**src/rtl/fpu_pkg.sv**
```systemverilog
// Shared FPU datapath definitions: mantissa width and the common
// IDLE/CALC/DONE sequencing states used by the multiplier and divider.
package fpu_pkg;

    localparam int MANT_W = 24;

    typedef enum logic [1:0] {
        IDLE = 2'd0,
        CALC = 2'd1,
        DONE = 2'd2
    } state_t;

endpackage

```
**src/rtl/multiplier_24bit.sv**
```systemverilog
// Sequential shift-add mantissa multiplier: one partial product per cycle,
// then the 2N-bit product is normalized and truncated to an N-1 bit fraction.
module multiplier_24bit
    import fpu_pkg::*;
#(
    parameter int N = MANT_W
) (
    input  logic           clk,
    input  logic           rst,
    input  logic           start,
    input  logic [N-1:0]   a,
    input  logic [N-1:0]   b,
    output logic           busy,
    output logic           done,
    output logic [2*N-1:0] product,
    output logic [N-2:0]   mantissa,
    output logic           normalize
);

    localparam int CW = $clog2(N);

    state_t          state;
    logic [N-1:0]    m;
    logic [N-1:0]    acc;
    logic [N-1:0]    q;
    logic [CW-1:0]   cnt;

    // sum[N] is the carry out of the add; shifting {carry,A,Q} right by one
    // is just re-slicing {sum, Q[N-1:1]}.
    logic [N:0]      sum;
    logic [2*N-1:0]  nxt;

    always_comb begin
        sum = {1'b0, acc} + (q[0] ? {1'b0, m} : {(N+1){1'b0}});
        nxt = {sum, q[N-1:1]};
    end

    always_ff @(posedge clk or posedge rst) begin
        if (rst) begin
            state     <= IDLE;
            m         <= '0;
            acc       <= '0;
            q         <= '0;
            cnt       <= '0;
            busy      <= 1'b0;
            done      <= 1'b0;
            product   <= '0;
            mantissa  <= '0;
            normalize <= 1'b0;
        end else begin
            done <= 1'b0;
            case (state)
                IDLE: begin
                    if (start) begin
                        m     <= a;
                        q     <= b;
                        acc   <= '0;
                        cnt   <= '0;
                        busy  <= 1'b1;
                        state <= CALC;
                    end
                end
                CALC: begin
                    acc <= nxt[2*N-1:N];
                    q   <= nxt[N-1:0];
                    cnt <= cnt + 1'b1;
                    // Last iteration: publish the finished product directly.
                    if (cnt == CW'(N-1)) begin
                        state     <= DONE;
                        busy      <= 1'b0;
                        done      <= 1'b1;
                        product   <= nxt;
                        normalize <= nxt[2*N-1];
                        mantissa  <= nxt[2*N-1] ? nxt[2*N-2:N] : nxt[2*N-3:N-1];
                    end
                end
                DONE:    state <= IDLE;
                default: state <= IDLE;
            endcase
        end
    end

endmodule

```
**config.mk**
```make
export PLATFORM = sky130hd
export DESIGN_NAME = multiplier_24bit
export DESIGN_NICKNAME = d
export VERILOG_FILES = /design/src/rtl/fpu_pkg.sv /design/src/rtl/multiplier_24bit.sv
export SDC_FILE = /design/constraint.sdc
export NUM_CORES = 1
export LEC_CHECK = 0
export BUFFER_PORTS_ARGS = -buffer_cell sky130_fd_sc_hd__clkbuf_2
export CORE_ASPECT_RATIO = 1.5
export CORE_UTILIZATION = 25
export DETAILED_ROUTE_END_ITERATION = 16
export GPL_TIMING_DRIVEN = 0
export MAX_ROUTING_LAYER = met4
export PLACE_DENSITY = 0.46
export SETUP_SLACK_MARGIN = 0.02
export SLEW_MARGIN = 5
export SYNTH_ARGS = -nofsm -noshare
export SYNTH_HDL_FRONTEND = slang
export SYNTH_SLANG_ARGS = --single-unit
```
**constraint.sdc**
```tcl
create_clock -name clk -period 14.05 [get_ports clk]
set_input_delay 1.405 -clock clk [delete_from_list [all_inputs] [get_ports clk]]
set_output_delay 1.405 -clock clk [all_outputs]
set_load 0.05 [all_outputs]
```
After elaboration in Yosys (flattened, before gate mapping)
Index checks and enable logic that the tools add are counted.
{"block": "op_classes", "addsub": 2, "multipliers": 0, "div_mod_pow": 0, "n_lt_le_gt_ge": 0, "n_eq_ne": 4, "n_shift": 0, "mux": 16, "bitwise": 0, "n_reduce_logical": 7}
{"cell": "24-bit case mux with 2 select lines", "n": 2}
{"cell": "24-bit two-way mux", "n": 3}
{"cell": "24-bit by 24-bit adder with 25-bit output", "n": 1}
{"cell": "23-bit two-way mux", "n": 1}
{"cell": "5-bit case mux with 2 select lines", "n": 1}
{"cell": "2-bit AND reduction", "n": 4}
{"cell": "5-bit by 1-bit adder with 5-bit output, second input constant", "n": 1}
{"cell": "5-bit equality test, second input constant", "n": 1}
{"cell": "5-bit two-way mux", "n": 1}
{"cell": "1-bit two-way mux", "n": 4}
{"cell": "2-bit two-way mux", "n": 2}
{"cell": "2-bit inequality test, second input constant", "n": 2}
{"cell": "2-bit case mux with 2 select lines", "n": 1}
{"cell": "3-bit AND reduction", "n": 1}
{"cell": "2-bit by 1-bit equality test with 1-bit output, second input constant", "n": 1}
{"cell": "2-bit zero test", "n": 1}
{"cell": "1-bit case mux with 2 select lines", "n": 1}
{"cell": "2-bit nonzero test", "n": 1}
{"block": "totals", "regBits": 153, "latch_bits": 0, "ramBits": 0, "rom_bits": 0, "in_bits": 51, "out_inout_bits": 74, "wordCells": 39, "memories": 0}

Logic depth before layout (Yosys ltp)
{"block": "depth", "word_depth": 3, "ltp_mapped": 14, "mapped_depth_nobuf": 11}

Worst setup path after synthesis
OpenSTA, ideal clock, no wires.
{"block": "synth_path", "kind": "input to register", "start": "input start", "end": "register m[10]", "setup_time_ns": 0.125, "t_arrival_ns": 2.872, "setup_slack_ns": 11.054, "path_stages": 6, "path_buffers": 3, "cell_sequence": "nor2b_1 clkbuf_1 nor2b_1 clkbuf_1 clkbuf_1 mux2_2"}
{"block": "synth_via", "elab_chain_len": 1}
{"item": "start: declaration", "line_no": "multiplier_24bit.sv:10", "rtl": "input logic start,"}
{"item": "2-bit AND reduction (no source line)"}
{"item": "end signal: assignment", "line_no": "multiplier_24bit.sv:41", "rtl": "m <= '0;"}
{"item": "end signal: assignment", "line_no": "multiplier_24bit.sv:55", "rtl": "m <= a;"}
{"item": "end: declaration", "line_no": "multiplier_24bit.sv:23", "rtl": "logic [N-1:0] m;"}
No other way between the ends.
A chain may end at the register's enable or synchronous reset.

Worst setup path in the final report
{"block": "layout_path", "start": "register q[0]", "end": "register mantissa[12]"}
{"block": "layout_via", "elab_chain_len": 3}
{"item": "start: declaration", "line_no": "multiplier_24bit.sv:25", "rtl": "logic [N-1:0] q;"}
{"item": "start signal: assignment", "line_no": "multiplier_24bit.sv:65", "rtl": "q <= nxt[N-1:0];"}
{"item": "24-bit two-way mux", "line_no": "multiplier_24bit.sv:34", "rtl": "sum = {1'b0, acc} + (q[0] ? {1'b0, m} : {(N+1){1'b0}});"}
{"item": "24-bit by 24-bit adder with 25-bit output", "line_no": "multiplier_24bit.sv:34"}
{"item": "23-bit two-way mux", "line_no": "multiplier_24bit.sv:74", "rtl": "mantissa <= nxt[2*N-1] ? nxt[2*N-2:N] : nxt[2*N-3:N-1];"}
{"item": "end signal: assignment", "line_no": "multiplier_24bit.sv:74"}
{"item": "end: declaration", "line_no": "multiplier_24bit.sv:16", "rtl": "output logic [N-2:0] mantissa,"}
No other way between the ends.

==> results.txt <==
Outcome: finished, final reports clean
CTS root buffer: clkbuf_16
Clock skew: 11.6 ps
Post-synth cell types: 59
Worst setup SP type: register
DIE AREA: 31000 sq um
Required arrival time at the worst endpoint: 14350 ps
Worst-Skew Late Latency: 440 ps
Worst VDD drop: 0.120 mV
Layout cell share with drive strength beyond 1: 0.214
Placed cells: 1288
Clock-pin slew on the worst setup and hold paths: 60 ps
FFs w/ async S/R, synth: 1.00
Detail Route Antenna Nets: 0
Crit Path Max Fanout: 10
Detailed Route WL: 21.8 mm
Syn avg cell area: 9.85 sq um
Critical R2R Launch: q[0]
Top FF cell, synth: dfrtp_1
Synth Instances: 768
CTS Buf Count: 17
Clock buffer depth: 2
CP max stage delay: 500 ps
Die width: 144 microns
Unrepaired setup endpoints after global routing: false
Row count: 77
Starting density of the core: 0.256
Core area: 29600 sq um
Peak Freq: 287 MHz
Worst Setup End Kind: register
CP most frequent cell: o21ai_1
Least-Margin Pin Slew: 1130 ps
Placement Setup Slack: 10320 ps
GPL Wtd Cong: 0.806
Multi-input gate area: 3500 sq um
WP buf/inv: 3
Worst hold stages: 2
# IOs: 125
Cell Pwr Density: 271 nW/um^2
Synth area leader: dfrtp_1
Final WS setup: 10570 ps
Mapped Area: 7560 sq um
Setup TNS: 0 ps
Routed len/inst: 16.5 microns
Final setup fails: 0
Reg area: 3800 sq um
Vias in the first global route: 6025
# clock sinks: 152
Vias/cell: 4.56
Critical-path top delay cell: dfrtp_1
Rel. slew slack: 0.245
FF-to-FF path depth: 13
Residual DRC: 0
Post-CTS Setup Bufs: 0
Net count after synthesis: 845
Top-count cell post-synth: nand2_1
Post-route total power: 0.00252 W
Gr ovfl total: 0
Lkg Pwr: 4.43 nW
Global-route wire length before repair: 34.7 mm
Most frequent cells after synthesis: 183 x nand2_1, 152 x dfrtp_1, 48 x a21oi_1, 44 x o21ai_0, 41 x clkbuf_1
Top cells by area, synth: dfrtp_1 50%, nand2_1 9.1%, ha_1 4.1%
Max cap viols: 0
Register area share after synthesis: 0.503
Delay-heaviest family, CP: compound AO/OA/AOI/OAI gates
Hold Path Origin: product[38]
Worst setup path class: register to register
PortBufs: 124
Chip height: 215 microns
Core Util, Final: 0.315
Final Hold Viols: 0
Area Overhead vs Synth: 23.2%
Fin nets: 989
TritonCTS clock tree: built
Post-synth EDFFs: 0
# resized after CTS: 0
Fin crit share: 0.248
Number of fillers in the final layout: 3137
Top cell type's share of synthesized area: 0.503
Initial antenna violation count: 1
R2R setup slack: 10570 ps
Number of synthesized register bits: 152
TritonRoute pass-1 iters: 4
YS warnings: 0
Worst reg2reg endpoint: mantissa[12]
Tot GR Track Use: 0.154
Non-filler instance count after layout: 1321
Hold Buf Count CTS: 0
H-tree depth: 4
HP Class: register to register
Largest net degree at the start of global routing: 82
Fin crit period: 3480 ps
Post-DP HPWL: 16.1 mm
CP Data Arrival Time: 3780 ps
DRT iter0 DRCs: 276
Slew Limit Fails: 0
Via count: 6022
End of the worst hold path: product[38]
Crit-path cells: clkbuf_1 > and2_1 > ha_1 > a211o_1 > a221oi_2 > a311o_1 > o21ai_1 > nand2b_4 > a221o_1 > buf_6 > buf_8 > mux2i_1 > o21ai_1
[area by class of cell]
cell class / count / area share
Inverter: 5 / 0.00282
Tap cell: 395 / 0.0530
Multi-Input combinational cell: 560 / 0.376
Antenna cell: 1 / 0.000269
Buffer: 51 / 0.0255
Clock inverter: 10 / 0.0126
Sequential cell: 152 / 0.408
Clock buffer: 22 / 0.0520
Timing Repair Buffer: 125 / 0.0696
[logic make-up after synthesis]
group | after synthesis | share of synthesized area
DFF | 152 | 0.503
and+or+nand+nor | 271 | 0.162
xor gates and xnor gates | 22 | 0.0255
muxes | 47 | 0.0670
adders and majority gates | 26 | 0.0440
buffers and inverters | 56 | 0.0339
AOI/OAI and AO/OA | 194 | 0.165
[through the flow]
stage / instance area (sq um) / hold WS, ps
floorplan: 7560 / 456
global placement: 8680 / 460
detailed placement: 8710 / 462
CTS: 9310 / 481
global route: 9320 / 499
finish: 9320 / 472
[sequential cells by signal (all words and copies together) (netlist names)]
signal and flops:
product 47, normalize 1, cnt 5, mantissa 23, done 1, acc 24
state 2, q 24, m 24, busy 1
[cells in the final DEF (no fill, tap or decap), types with 3 or more instances in the layout]
cell / instances
a21o_1: 9
a21oi_1: 48
a22o_1: 24
a22oi_1: 25
a31oi_1: 4
and2_1: 24
buf_1: 5
clkbuf_1: 42
clkbuf_16: 17
clkbuf_2: 124
clkbuf_8: 4
clkinv_2: 3
clkinv_4: 3
dfrtp_1: 152
ha_1: 25
inv_1: 3
mux2_2: 25
mux2i_1: 21
nand2_1: 183
nand3_1: 5
nand4_1: 5
nor2_1: 11
nor2b_1: 28
o21a_1: 3
o21ai_0: 44
o21ai_1: 17
xnor2_1: 12
xor2_1: 10
[worst min-delay path, cell delays in order, from the launching register on]
cell and delay [ps]:
dfrtp_1 340, nand2_1 50, nand2_1 50
[worst max path at each step]
stage,to,from,slack (ps),cells after the start
3_5_place_dp,m[16],start,10320,7
6_report,mantissa[12],q[0],10570,13
4_1_cts,mantissa[12],q[0],10530,14
3_3_place_gp,m[16],rst,6280,2
5_1_grt,mantissa[16],q[0],10300,11
2_1_floorplan,acc[0],rst,8550,1
[where the power goes]
group / internal [W] / total, W / switching, W / leakage (nW)
Sequential: 0.000647 / 0.000787 / 0.000140 / 1.84
Combinational: 0.000402 / 0.00126 / 0.000861 / 2.30
Clock: 0.000281 / 0.000473 / 0.000192 / 0.296
Total: 0.00133 / 0.00252 / 0.00119 / 4.43
[metal layers]
layer / GRT usage / up-vias / part of all wire
met3: 0.0332 / 20 / 0.038
met4: 0.0507 / 0 / 0.016
met1: 0.176 / 2927 / 0.41
li1: - / 2953 / -
met2: 0.262 / 122 / 0.53
met5: - / - / 0
Power figures use the tool's default switching activity.
